### src/rtl/pri_req_gen.sv
// Request-side producer for the pSLIP priority selector: per-output/per-class VOQ occupancy
// counters, highest-class encode, and a LOAD/ISSUE/WAIT handshake that captures the winner vector.
module pri_req_gen #(
  parameter int N  = 16,
  parameter int P  = 4,
  parameter int C  = $clog2(P),
  parameter int D  = 15,
  parameter int TO = 15
) (
  input  logic                 clk,
  input  logic                 reset,
  input  logic                 enq_valid,
  input  logic [$clog2(N)-1:0] enq_port,
  input  logic [C-1:0]         enq_cls,
  input  logic                 deq_valid,
  input  logic [$clog2(N)-1:0] deq_port,
  input  logic [C-1:0]         deq_cls,
  input  logic                 start,
  input  logic                 ready_in,
  input  logic [C*N-1:0]       sel_in,
  output logic [C*N-1:0]       pri_out,
  output logic                 update,
  output logic [C*N-1:0]       win,
  output logic                 busy,
  output logic                 done,
  output logic                 tout,
  output logic                 ovf,
  output logic                 udf
);

  localparam int PW = $clog2(N);
  localparam int CW = $clog2(D + 1);
  localparam int TW = $clog2(TO + 1);

  typedef enum logic [1:0] {IDLE, LOAD, ISSUE, WAIT} state_t;

  state_t state, state_nxt;

  logic [N-1:0][P-1:1][CW-1:0] cnt, cnt_nxt;
  logic                        ovf_nxt, udf_nxt;
  logic                        inc_hit, dec_hit;
  logic [C*N-1:0]              code;
  logic [TW-1:0]               tcnt, tcnt_nxt;
  logic                        load_en, cap_en, to_fire;

  // A matched enqueue/dequeue on one counter cancels out, so neither flag can fire.
  always_comb begin
    cnt_nxt = cnt;
    ovf_nxt = 1'b0;
    udf_nxt = 1'b0;
    inc_hit = 1'b0;
    dec_hit = 1'b0;
    for (int i = 0; i < N; i++) begin
      for (int k = 1; k < P; k++) begin
        inc_hit = enq_valid && (enq_port == PW'(i)) && (enq_cls == C'(k));
        dec_hit = deq_valid && (deq_port == PW'(i)) && (deq_cls == C'(k));
        if (inc_hit && !dec_hit) begin
          if (cnt[i][k] == CW'(D)) ovf_nxt = 1'b1;
          else                     cnt_nxt[i][k] = cnt[i][k] + CW'(1);
        end else if (dec_hit && !inc_hit) begin
          if (cnt[i][k] == '0) udf_nxt = 1'b1;
          else                 cnt_nxt[i][k] = cnt[i][k] - CW'(1);
        end
      end
    end
  end

  // Ascending scan so the highest non-empty class wins.
  always_comb begin
    code = '0;
    for (int i = 0; i < N; i++) begin
      for (int k = 1; k < P; k++) begin
        if (cnt[i][k] != '0) code[i*C +: C] = C'(k);
      end
    end
  end

  always_comb begin
    state_nxt = state;
    tcnt_nxt  = tcnt;
    load_en   = 1'b0;
    cap_en    = 1'b0;
    to_fire   = 1'b0;
    update    = 1'b0;
    case (state)
      IDLE: begin
        if (start) state_nxt = LOAD;
      end
      LOAD: begin
        load_en   = 1'b1;
        state_nxt = ISSUE;
      end
      ISSUE: begin
        update    = 1'b1;
        tcnt_nxt  = '0;
        state_nxt = WAIT;
      end
      WAIT: begin
        if (ready_in) begin
          cap_en    = 1'b1;
          state_nxt = IDLE;
        end else begin
          tcnt_nxt = tcnt + TW'(1);
          if (tcnt_nxt == TW'(TO)) begin
            to_fire   = 1'b1;
            state_nxt = IDLE;
          end
        end
      end
      default: state_nxt = IDLE;
    endcase
  end

  assign busy = (state != IDLE);

  always_ff @(posedge clk) begin
    if (!reset) begin
      state   <= IDLE;
      tcnt    <= '0;
      cnt     <= '0;
      ovf     <= 1'b0;
      udf     <= 1'b0;
      pri_out <= '0;
      win     <= '0;
      done    <= 1'b0;
      tout    <= 1'b0;
    end else begin
      state <= state_nxt;
      tcnt  <= tcnt_nxt;
      cnt   <= cnt_nxt;
      ovf   <= ovf_nxt;
      udf   <= udf_nxt;
      if (load_en) pri_out <= code;
      if (cap_en)  win     <= sel_in;
      done  <= cap_en;
      tout  <= to_fire;
    end
  end

endmodule

### config.mk
export PLATFORM = sky130hd
export DESIGN_NAME = pri_req_gen
export DESIGN_NICKNAME = d
export VERILOG_FILES = /design/src/rtl/pri_req_gen.sv
export SDC_FILE = /design/constraint.sdc
export NUM_CORES = 1
export LEC_CHECK = 0
export CORE_UTILIZATION = 60
export DETAILED_ROUTE_END_ITERATION = 12
export PLACE_DENSITY = 0.86
export SLEW_MARGIN = 5
export SYNTH_ARGS = -nofsm -noshare
export SYNTH_HDL_FRONTEND = slang
export SYNTH_SLANG_ARGS = --single-unit
### constraint.sdc
create_clock -name clk -period 8.5 [get_ports clk]
set_input_delay 2.125 -clock clk [delete_from_list [all_inputs] [get_ports clk]]
set_output_delay 2.125 -clock clk [all_outputs]
set_load 0.005 [all_outputs]
== Word level (Yosys, flattened, before mapping) ==
Index checks and enable logic that the tools add are counted.
Word-level totals
  flip-flop bits (word level): 266
  output and inout port bits: 70
Cells by class
  add/sub/neg operators: 97
  equality and inequality tests: 187
  multiplexer cells: 491
  bitwise logic cells: 2
  reductions and logical operators: 520
Operators with widths (count)
  4-bit 2-to-1 mux: 193
  1-bit 2-to-1 mux: 261
  4-bit == test (second input constant): 65
  1-bit logical AND: 224
  4-bit zero test: 50
  4-bit by 1-bit adder with 4-bit output (second input constant): 49
  2-bit != test (second input constant): 98
  4-bit nonzero test: 48
  4-bit by 1-bit subtractor with 4-bit output (second input constant): 48
  3-bit AND reduction: 48
  2-bit nonzero test: 50
  1-bit zero test: 96
  2-bit 2-to-1 mux: 35
  4-bit by 3-bit == test with 1-bit output (second input constant): 8
  4-bit by 2-bit == test with 1-bit output (second input constant): 4
  2-bit == test (second input constant): 6
  4-bit by 1-bit == test with 1-bit output (second input constant): 2
  2-bit case mux with 4 select lines: 1
  4-bit case mux with 2 select lines: 1
  2-bit by 1-bit == test with 1-bit output (second input constant): 3
  2-bit AND reduction: 2
  3-bit != test (second input constant): 1
  3-bit OR reduction: 1
  2-bit zero test: 1
  1-bit NOT: 2

== Longest topological paths before layout ==
Gate-level depths: netlist of the first run.
  depth after elaboration: 148
  gate-level depth with buffers: 13
  gate-level depth less buffers: 13

== Worst setup path after synthesis of the first run ==
OpenSTA, ideal clock, no wires.
  path kind: input to register
  start: input deq_port[3]
  end: register cnt[11] (netlist name)
  data arrival time: 4.430 ns
  data required time: 8.430 ns
  setup slack: 4.000 ns
  cell stages on the path: 11
  path through: or3b_2 -> nor3_1 -> nand2_1 -> ha_1 -> inv_1 -> ha_1 -> a21o_1 -> a21oi_1 -> xnor2_1 -> or3_1 -> a21oi_1
On the way
  longest elaborated chain between the ends: 7
Ends and longest elaborated chain
  from (decl): line 16  | input logic [$clog2(N)-1:0] deq_port,
  4-bit zero test *: line 56  | dec_hit = deq_valid && (deq_port == PW'(i)) && (deq_cls == C'(k));
  1-bit logical AND * (2 in series): line 56
  1-bit zero test: line 57  | if (inc_hit && !dec_hit) begin
  1-bit logical AND: line 57
  2-bit != test (no line) / 2-bit nonzero test (equally long branches)
  3-bit AND reduction (no line)
  to (signal assigned): line 130  | cnt <= cnt_nxt;
  to (decl): line 39  | logic [N-1:0][P-1:1][CW-1:0] cnt, cnt_nxt;
Every way passes the cells marked *; elsewhere a longest branch is shown, timed or not.
A chain may end at the register's enable or synchronous reset.

== Worst setup path after layout of the first run ==
  start: input deq_valid
  end: register cnt[11] (netlist name)
On the way
  longest elaborated chain between the ends: 6
Ends and longest elaborated chain
  from (decl): line 15  | input logic deq_valid,
  1-bit logical AND * (2 in series): line 56
  1-bit zero test: line 57
  1-bit logical AND: line 57
  2-bit != test (no line) / 2-bit nonzero test (equally long branches)
  3-bit AND reduction (no line)
Marks and branches as above.

==> metrics.txt, run 1 <==
Hold Crit Class=reg -> reg; antenna violations before repair=0; drc violations=0; worst reg-to-reg path cell count=5; I/O pin count=120; post-route minimum period=5.22 ns; reg2reg end=udf; WP data required=8.99 ns; Max stage delay on crit path=0.57 ns; Least-Margin Pin Slew=1.19 ns; die width=173 um; clk_lat worst skew=0.57 ns; first-pass GRT wire length=76,200 um; number of detailed-route iterations in the first pass=6; fin util=70.2%; Resized cells post-CTS=0; Primary FF master, synth=dfxtp_1; Core Area=28,800 um2; worst-path fanout max=6; fin crit share=61.4%; Syn Nets=2,465; largest net degree at the start of global routing=98; Crit-path slowest cell=nor3_1; Design Area, Final=20,200 um2; Mapped Area=17,600 um2; FILL cells=2,205; layout cells sized above 1=3.97%; Post-CTS Repair Setup Buffers=0; Total GRT Usage=30.6%; DR vias=16,600; Hold WS=0.452 ns; status=complete, no violations; post-synth cell types=54; Initial Util=61.1%; CTS max path bufs=3; Peak Freq=192 MHz; number of global-route vias before repair=15,800; die extent in y=173 um; cells along the critical path=clkdlybuf4s50_1 -> or3b_2 -> nor3_1 -> nand2_1 -> ha_1 -> inv_1 -> ha_1 -> a21o_1 -> a21oi_1 -> xnor2_1 -> or3_1 -> a21oi_1; register area=5330 um2; Placed Area=19,100 um2; global route overflow=0; post-synth top area share=30.3%; final setup vio count=0; Slew HR=21.0%; PortBufs=119; Clock Tree Root=clkbuf_16; DR vias/cell=6.18; Synth area leader=dfxtp_1; total of max-cap violations=0; Clock Skew=0.0255 ns; multi-input logic area=11,400 um2; PwrDens=160 nW/um2; clock sink total=266; Reg-to-Reg Start=cnt[176]; area grow syn2layout=14.9%; static leakage=0.00850 uW; antenna-violating nets left=0; #FFs+latches synth=266; Die ar.=30,000 um2; arrival time worst endpoint=5.71 ns; GPL Wtd Cong=0.951; CTS Buf Count=30; CTS tree=built; Seq/Total Area, Yosys=30.3%; asr flop ratio synth=0%; fin. max-slew vios=0; final WL=46,600 um; Final HPWL DP=33,800 um; RSZ-0062 raised after global routing=false; Hold Path Stages=2; setup TNS=0 ns; highest ir drop seen on vdd=0.158 mV; clock transition at the registers of the reported paths=0.06 ns; CP startpoint kind=input port; nets=2,569; hold path startpoint=win[24]; Ys Warns=0; Final Hold Fails=0; hold endpoint=win[24]; synth top area cells=dfxtp_1, ha_1, a21oi_1, fa_1, nand2_1; hold_buf cts=0; Clock H-tree levels=1; FF-to-FF setup slack=6.31 ns; Row Count=62; # diodes=0; crit path kind=in -> reg; DRT iter0 DRCs=1,386; Post-synth EDFFs=0; Syn Area/Cell=8.11 um2; Post-Syn Instances=2,168; Crit. End Element=flop; routed wire length per instance=17.4 um
-- logic make-up (layout without fill, tap and decap cells) --
family	count (synthesis)	after routing	share of synthesized area [%]
buffers and inverters	233	360	4.98
flip-flops	266	266	30.3
AO/OA/AOI/OAI	541	541	18.6
adder cells (fa/ha/maj)	247	247	19.6
multiplexers	11	11	0.626
AND/OR/NAND/NOR	772	772	21.0
XOR/XNOR	98	98	4.88
-- synthesized netlist by cell type, types with 23 or more instances --
cell type and n:
or3_1 46, dfxtp_1 266, fa_1 48, o21ai_0 143, a21oi_1 221, xor2_1 24
nor2_1 205, nand3_1 68, or4_1 30, a311oi_1 50, nand2_1 240, nor3_1 23
xnor2_1 74, and3_1 45, nor4_1 34, clkbuf_1 50, a21o_1 51, inv_1 178
ha_1 199
-- stage by stage --
| step | power, uW | cells | worst slack [ns] |
|---|---|---|---|
| floorplan | 1580 | 2168 | 4.00 |
| global placement | 1820 | 2624 | 2.92 |
| detailed placement | 1830 | 2624 | 2.81 |
| CTS | 3250 | 2679 | 3.41 |
| global route | 3350 | 2679 | 3.25 |
| finish | 3230 | 2679 | 3.28 |
-- cell usage in the layout (no fill, tap or decap), drive strengths merged, types with 6 or more instances in the layout --
cell type / count
a211oi: 10
a21o: 51
a21oi: 223
a311oi: 50
a31oi: 11
a32oi: 7
and3: 45
buf: 7
bufinv: 6
clkbuf: 41
clkdlybuf4s50: 119
dfxtp: 266
fa: 48
ha: 199
inv: 180
mux2i: 11
nand2: 240
nand2b: 12
nand3: 68
nand4: 22
nor2: 207
nor2b: 12
nor3: 23
nor3b: 6
nor4: 34
o21ai: 143
o21ba: 10
o31ai: 10
or2: 9
or3: 46
or4: 33
xnor2: 74
xor2: 24
-- power breakdown --
| group | internal [uW] | switching (uW) |
|---|---|---|
| Combinational | 218 | 217 |
| Clock | 883 | 545 |
| Sequential | 1330 | 40.9 |
| Total | 2430 | 803 |
-- sequential cells by signal (all words and copies together) (netlist names) --
name / flops
win: 32
pri_out: 32
done: 1
ovf: 1
udf: 1
tout: 1
state: 2
cnt: 192
tcnt: 4
-- worst max path at each step --
stage / from / end / slack [ns]
floorplan: deq_port[3] / cnt[11] / 4.00
global placement: deq_valid / ovf / 2.92
detailed placement: deq_valid / ovf / 2.81
CTS: deq_valid / ovf / 3.41
global route: enq_cls[0] / cnt[63] / 3.25
finish: deq_valid / cnt[11] / 3.28
-- area by class of cell --
type	instances	share of cell area, %
Clock buffer	41	4.22
Sequential cell	266	26.3
Tap cell	384	2.38
Timing Repair Buffer	126	6.15
Clock inverter	14	1.20
Multi-Input combinational cell	1669	56.4
Inverter	179	3.35
-- critical path: cells and delay by family --
kind / cells / cell delay (ns)
AND/OR/NAND/NOR: 4 / 1.71
buffers and inverters: 2 / 0.71
adder cells (fa/ha/maj): 2 / 0.53
AO/OA/AOI/OAI: 3 / 0.53
XOR/XNOR: 1 / 0.09
-- routing by layer --
metal  global-route usage (%)  up-vias  routed length (um)
li1                         -     7854                   -
met1                     38.2     7822               18800
met2                     52.5      727               22200
met3                     4.73      163                3670
met4                     13.3        0                2000
met5                        0        -                   0
No activity file was read; power rests on OpenSTA's default activity.
==> run 2: changes to the inputs <==
Clock period 8.5 ns to 5.5 ns, I/O delays scaled along.
==> metrics.txt, run 2 (same netlist as run 1, synthesis figures left out) <==
final setup vio count=0 (unchanged); FILL cells=2,157 (-2.2%); Worst Path Buf+Inv=3 (+1); Clock Tree Root=clkbuf_16; register area=5330 um2 (unchanged); Clock Skew=0.0338 ns (+0.00832 ns); antenna-violating nets left=0 (unchanged); Peak Freq=230 MHz; I/O pin count=120 (unchanged); Crit. End Element=flop; Total GRT Usage=30.8% (+0.18 points); DR vias/cell=6.10 (-1.4%); die width=173 um (unchanged); DRT iter0 DRCs=1,308 (-5.6%); Largest regs=cnt: 192 flops, pri_out: 32 flops, win: 32 flops; Hold Crit Class=reg -> reg; setup TNS=0 ns (unchanged); PortBufs=119 (unchanged); Row Count=62 (unchanged); met3 Use GR=4.90% (+0.18 points); DR vias=16,400 (-1.1%); number of global-route vias before repair=15,700 (-0.80%); RSZ-0062 raised after global routing=false; clock transition at the registers of the reported paths=0.06 ns (about the same); drc violations=0 (unchanged); Crit-path slowest cell=nor3_1; internal power=3570 uW (+47%); highest ir drop seen on vdd=0.277 mV (+75%); crit path kind=in -> reg; met2 Usage GRT=52.2% (-0.25 points); arrival time worst endpoint=4.83 ns (-0.88 ns); P_sw=1260 uW (+57%); antenna violations before repair=1 (+1); global route overflow=0 (unchanged); final WL=46,900 um (+0.56%); number of detailed-route iterations in the first pass=7 (+1); Final HPWL DP=33,900 um (+0.50%); PwrDens=240 nW/um2 (+50%); first-pass GRT wire length=76,500 um (+0.41%); Biggest register=cnt; Logic pwr share=14.2% (+0.7 points); CTS max path bufs=3 (unchanged); static leakage=0.00849 uW (-0.16%); commonest non-fill, non-tap cell in the layout=dfxtp_1; GRT busiest layer=met2; multi-input logic area=11,400 um2 (about the same); post-route minimum period=4.35 ns; status=complete, no violations; WP data required=5.98 ns (-3.01 ns); most frequent cells in the layout=dfxtp_1, nand2_1, a21oi_1; Core Area=28,800 um2 (unchanged); Resized cells post-CTS=0 (unchanged); fin. max-slew vios=0 (unchanged); die extent in y=173 um (unchanged); layout cells sized above 1=4.26% (+0.29 points); Max stage delay on crit path=0.66 ns (+0.09 ns); CTS Buf Count=30 (unchanged); nets=2,575 (+0.23%); Post-CTS Repair Setup Buffers=0 (unchanged); DP Cell Count=2,630 (+0.23%); Least-Margin Pin Slew=1.17 ns (-0.0201 ns); Initial Util=61.1% (unchanged); GPL Wtd Cong=0.951 (about the same); CTS tree=built; hold_buf cts=0 (unchanged); worst-path fanout max=5 (-1); routed wire length per instance=17.4 um (+0.26%); cells along the critical path=clkdlybuf4s50_1 -> nand2_1 -> or2_2 -> nor3_1 -> nand2_1 -> inv_1 -> ha_1 -> inv_1 -> ha_1 -> a21o_1 -> a21oi_1 -> xnor2_1 -> or3b_1 -> a21oi_1; final cell count without fillers=2,687 (+0.30%); clk_lat worst skew=0.58 ns (about the same); largest net degree at the start of global routing=135 (+38%); Clock H-tree levels=1 (unchanged); sequential fraction of design power=43.8% (+1.5 points); Final Hold Fails=0 (unchanged); Die ar.=30,000 um2 (unchanged); clock power share=42.0% (-2.2 points); area grow syn2layout=14.7%; Sw Ratio=26.1% (+1.3 points); fin crit share=79.1%; max reg flops=192 (unchanged); clock sink total=266 (unchanged); CP startpoint kind=input port; CP delay by family, top=simple AND/OR/NAND/NOR gates; total of max-cap violations=0 (unchanged); Slew HR=22.1% (+1.2 points); GR Util met1=37.8% (-0.35 points)
## run 2: final cells by class
cell class	count	area share, %
diodes	1	0.0124
clock buffers	39	4.19
clock inverters	17	0.776
inverters	179	3.36
multi-input cells	1669	56.5
flip-flops and latches	266	26.4
well taps	384	2.38
repair buffers	132	6.39
## run 2: metrics by stage
stage               utilization, %  setup WS (ns)  power (uW)  hold slack [ns]  cell area (um2)
floorplan                        -           1.75        2450            0.448            17600
global placement              66.6          0.814        2810            0.441            19200
detailed placement            66.6          0.695        2840            0.446            19200
CTS                           70.0           1.25        4850            0.454            20200
global route                  70.0          0.991        5010            0.471            20200
finish                        70.0           1.15        4830            0.452            20200
## run 2: final timing paths
kind             start      end  slack (ns)  cells after the start
max          enq_valid  cnt[59]        1.15                     14
min reg2reg    win[24]  win[24]        0.45                      2
max reg2reg    cnt[68]      udf        3.31                      5
min            win[24]  win[24]        0.45                      2
## run 2: worst min-delay path: cells and delay by family, from the launching register on
family	cells	cell delay, ns
and+or+nand+nor	1	0.05
AOI/OAI and AO/OA	1	0.05
DFF	1	0.30
## run 2: power by group through the flow
stage                     Clock [uW]  Combinational, uW  Sequential, uW
final                           2030                687            2120
after global placement             0                659            2150
after floorplan                    0                287            2160
after CTS                       2050                686            2120
after detailed placement           0                678            2160
after global routing            2130                744            2130
## run 2: layer usage
metal	up-vias	wire, um
met5	-	0
met4	0	2520
met3	163	3540
met2	637	22000
met1	7722	18900
li1	7864	-
